$ cat src/rtl/cpu_pkg.sv
// Shared datapath constants for the CPU: word/immediate widths and the
// immediate-extender mode encodings.
package cpu_pkg;

   localparam int WORD_W = 32;
   localparam int IMM_W  = 16;

   localparam logic [1:0] SE_SEXT   = 2'b00;
   localparam logic [1:0] SE_ZEXT   = 2'b01;
   localparam logic [1:0] SE_BRANCH = 2'b10;
   localparam logic [1:0] SE_UPPER  = 2'b11;

endpackage

$ cat src/rtl/extend_core.sv
// Combinational immediate widener: selects sign-, zero-, branch- or
// upper-extension of the raw immediate field.
module extend_core
   import cpu_pkg::*;
#(
   parameter int IN_W  = IMM_W,
   parameter int OUT_W = WORD_W
) (
   input  logic [IN_W-1:0]  se_in,
   input  logic [1:0]       mode,
   output logic [OUT_W-1:0] se_out
);

   logic [OUT_W-1:0] sext;
   logic [OUT_W-1:0] zext;
   logic [OUT_W-1:0] branch;
   logic [OUT_W-1:0] upper;

   // Casts rather than replication so that IN_W == OUT_W needs no zero-width fill.
   assign sext   = OUT_W'($signed(se_in));
   assign zext   = OUT_W'(se_in);
   assign branch = sext << 2;
   assign upper  = zext << (OUT_W - IN_W);

   always_comb begin
      se_out = sext;
      case (mode)
         SE_SEXT:   se_out = sext;
         SE_ZEXT:   se_out = zext;
         SE_BRANCH: se_out = branch;
         SE_UPPER:  se_out = upper;
         default:   se_out = sext;
      endcase
   end

endmodule

$ cat src/rtl/sign_extend.sv
// Immediate extender: combinational result for the single-cycle ALU-B mux
// plus a registered, valid-qualified copy for a pipelined ID/EX stage.
module sign_extend
   import cpu_pkg::*;
#(
   parameter int IN_W  = IMM_W,
   parameter int OUT_W = WORD_W
) (
   input  logic             clk,
   input  logic             reset,
   input  logic [IN_W-1:0]  se_in,
   input  logic [1:0]       mode,
   input  logic             valid_in,
   output logic [OUT_W-1:0] se_out,
   output logic [OUT_W-1:0] se_out_q,
   output logic             valid_out
);

   extend_core #(
      .IN_W  (IN_W),
      .OUT_W (OUT_W)
   ) u_core (
      .se_in  (se_in),
      .mode   (mode),
      .se_out (se_out)
   );

   // Data register only loads on valid so a bubble leaves the last operand visible.
   always_ff @(posedge clk or posedge reset) begin
      if (reset) begin
         se_out_q  <= '0;
         valid_out <= 1'b0;
      end else begin
         valid_out <= valid_in;
         if (valid_in) begin
            se_out_q <= se_out;
         end
      end
   end

endmodule

$ cat config.mk
export PLATFORM = sky130hd
export DESIGN_NAME = sign_extend
export DESIGN_NICKNAME = d
export VERILOG_FILES = /design/src/rtl/cpu_pkg.sv /design/src/rtl/extend_core.sv /design/src/rtl/sign_extend.sv
export SDC_FILE = /design/constraint.sdc
export NUM_CORES = 1
export LEC_CHECK = 0
export CAP_MARGIN = 30
export CELL_PAD_IN_SITES_DETAIL_PLACEMENT = 1
export CELL_PAD_IN_SITES_GLOBAL_PLACEMENT = 2
export CORE_ASPECT_RATIO = 1.5
export CORE_MARGIN = 1.5
export CORE_UTILIZATION = 20
export DETAILED_ROUTE_END_ITERATION = 7
export PLACE_DENSITY = 0.78
export REMOVE_ABC_BUFFERS = 1
export SLEW_MARGIN = 0
export SYNTH_ARGS = -nofsm -noshare
export SYNTH_HDL_FRONTEND = slang
export SYNTH_SLANG_ARGS = --single-unit
$ cat constraint.sdc
create_clock -name clk -period 0.9 [get_ports clk]
set_input_delay 0.18 -clock clk [delete_from_list [all_inputs] [get_ports clk]]
set_output_delay 0.18 -clock clk [all_outputs]
set_load 0.02 [all_outputs]
==> key figures <==
Detailed routing
  – Antenna-violating nets left: 0
  – Drt first-iter violations: 71
  – Mean number of vias per cell: ~4.5
  – Routed WL: 7.35 mm
  – Drt wl/cell: 16.1 µm
  – DRC viols: 0
  – TritonRoute pass-1 iters: 4
  – Via count: ~2100

Worst setup path
  – Worst path depth: 5
  – Worst path required time: 720 ps
  – Crit-path slowest cell: nand3b_1
  – Critical path's top delay family: buffers and inverters
  – Worst Setup End Kind: output port
  – CP arrival: around 890 ps
  – Crit path buf inv count: 3
  – Worst Setup Path Type: in -> out
  – CP Launch Type: input pin
  – FF-to-FF End: se_out_q[0]
  – Reg2reg path depth: 2
  – CP peak stage delay: ~230 ps
  – CP Cell Sequence: buf_12, buf_8, nand3b_1, nand2_2, buf_6
  – Crit-path max FO: 7
  – Reg2reg setup slack: 0 ps
  – Reg-to-Reg Start: se_out_q[0]
  – Crit. Startpoint: mode[0]
  – Capture point of the worst path: se_out[14]

GRT
  – Antenna violations before repair: 0
  – First-pass GRT wire length: around 11 mm
  – Vias in the first global route: ~2200
  – GRT Total Usage: 0.157
  – Total congestion overflow: 0
  – Pin count of the biggest net entering global routing: 26

Timing
  – Hold Vio Cnt, Final: 0
  – Setup Viol. Count Final: 66
  – TNS Setup: -5790 ps
  – Post-route clock period utilization: 1.19
  – Hold WS: about 210 ps
  – Max_slew headroom: 0.807
  – FMAX: roughly 0.93 GHz
  – Setup slack after layout: -173 ps
  – Worst Skew: 0 ps
  – Unrepaired setup endpoints after global routing: yes
  – Tightest Pin Transition: just under 300 ps
  – Max-slew violations: 0
  – Post-layout min period: 1070 ps

Finish
  – Fillers: roughly 950
  – Seq. cell area: around 830 µm²
  – Share of layout cells above drive strength 1: 0.642
  – Multi-input logic area: between 1000 and 1500 µm²
  – Antenna cells: 0
  – Area grow syn2layout: 123%
  – Layout Nets: around 370

Clock tree
  – CTS tree: done
  – Root buf cell: clkbuf_16
  – Total clock sinks: 33
  – Reg clk slew, reported paths: 50 ps
  – CTS H-tree lvls: 2
  – CTS buffer count: 5
  – Worst skew pair latency: 280 ps
  – Longest Clk Path Bufs: 2

Worst hold path
  – Worst Hold Depth: 3
  – Hold crit path type: in -> reg

Logic synthesis
  – Post-synthesis average cell area: a little over 9 µm²
  – Yosys reg bits: 33
  – EDFF count, synth: 0
  – Post-synth top flop: dfrtp_1
  – Sequential fraction of the synthesis area: 0.470
  – Synth async-reset ratio: 1.00
  – Synthesized instance count: 194
  – Number of distinct library cells after synthesis: 21
  – Yosys warning total: 0
  – Post-Syn Area: between 1500 and 2000 µm²

Die
  – Num ports: 86
  – Die Area: around 9400 µm²
  – Core Area: roughly 8500 µm²
  – Die X: 79.5 µm
  – Die height: between 100 and 150 µm
  – Starting Density: 0.208
  – Rows: between 40 and 50

Place
  – Placer Congestion: 0.797
  – IO buf count: 85
  – Dpl hpwl: ~4.7 mm
  – DP Worst Slack: -1120 ps

Power and ir drop
  – Peak VDD IR: ~0.66 mV
  – Pleak: 0.00185 µW
  – Power Density: 1490 nW/µm²

Run
  – Max cap viols: 0

Status
  – Outcome: complete, but fails checks
  – Failing checks: negative setup slack
## cell usage after synthesis, types with 2 or more instances
| cell | n | area [µm²] |
|---|---|---|
| buf_6 | 5 | 56.3 |
| nand3b_1 | 14 | 105 |
| nand2_1 | 28 | 105 |
| nand3_1 | 15 | 75.1 |
| inv_1 | 2 | 7.51 |
| nor2_1 | 28 | 105 |
| a31oi_1 | 22 | 138 |
| mux2_2 | 2 | 22.5 |
| buf_2 | 9 | 45.0 |
| nor2b_1 | 3 | 18.8 |
| nand2b_1 | 17 | 106 |
| buf_4 | 3 | 22.5 |
| dfrtp_1 | 33 | 826 |
| a31oi_2 | 6 | 75.1 |
## worst reg2reg max path, stage by stage, from the launching register on
cell and delay [ps]:
dfrtp_1 400, buf_4 140, mux2_2 250
## logic make-up (layout without fill, tap and decap cells)
logic type      Yosys count  after routing  synth area share
simple gates            107            107             0.301
flops                    33             33             0.470
compound gates           31             31             0.134
buf+inv                  20            175            0.0769
mux                       3              3            0.0185
## cell type report
class,instances,area share
Clock buffer,7,0.0365
Multi-Input combinational cell,141,0.282
Timing Repair Buffer,165,0.427
Sequential cell,33,0.211
Clock inverter,1,0.00768
Inverter,2,0.00192
Tap cell,107,0.0342
## stage by stage
step	area, µm²	std cells	utilization	total power (µW)
2_1_floorplan	1630	176	-	2370
3_3_place_gp	2960	410	0.349	3340
3_5_place_dp	2960	410	0.349	3360
4_1_cts	3720	447	0.439	5760
5_1_grt	3910	456	0.462	6080
6_report	3910	456	0.462	5840
## sequential cells by signal, indices dropped and copies added (netlist names)
register   flops
se_out_q      32
valid_out      1
## placed cells by master, fill, tap and decap left out, drive strengths merged, types with 2 or more instances in the layout
master	instances
nand3	15
mux2	2
nand2b	17
dfrtp	33
nor2	28
a31oi	28
nor2b	3
inv	2
nand2	28
clkdlybuf4s15	9
nand3b	14
clkbuf	11
buf	150
## per-layer routing
metal | vias to the layer above | track usage | wire (µm)
met3 | 10 | 0.0233 | 260
met2 | 54 | 0.289 | 4150
met4 | 0 | 0.0450 | 127
met1 | 1019 | 0.182 | 2810
met5 | - | 0 | 0
li1 | 977 | - | -
## timing repair
action,4_1_cts,5_1_grt
setup buffers,27,13
setup endpoints to repair,95,69
pin swaps,23,11
resized for setup,503,42
hold buffers,0,0
gates cloned,3,0
## worst min-delay path by stage
stage                start      endpoint  slack (ps)
2_1_floorplan     valid_in     valid_out         210
3_3_place_gp   se_out_q[0]   se_out_q[0]         500
3_5_place_dp   se_out_q[1]   se_out_q[1]         510
4_1_cts              reset  se_out_q[30]         310
5_1_grt           se_in[9]   se_out_q[9]         220
6_report          se_in[9]   se_out_q[9]         210
## report_power, final
part           leakage, µW  switching [µW]  total (µW)  internal, µW
Sequential        0.000389             123        1760          1640
Clock            0.0000841             643        2030          1380
Combinational      0.00138             971        2060          1090
Total              0.00185            1740        5840          4110
Note: power is estimated with default switching activity, not from simulation.
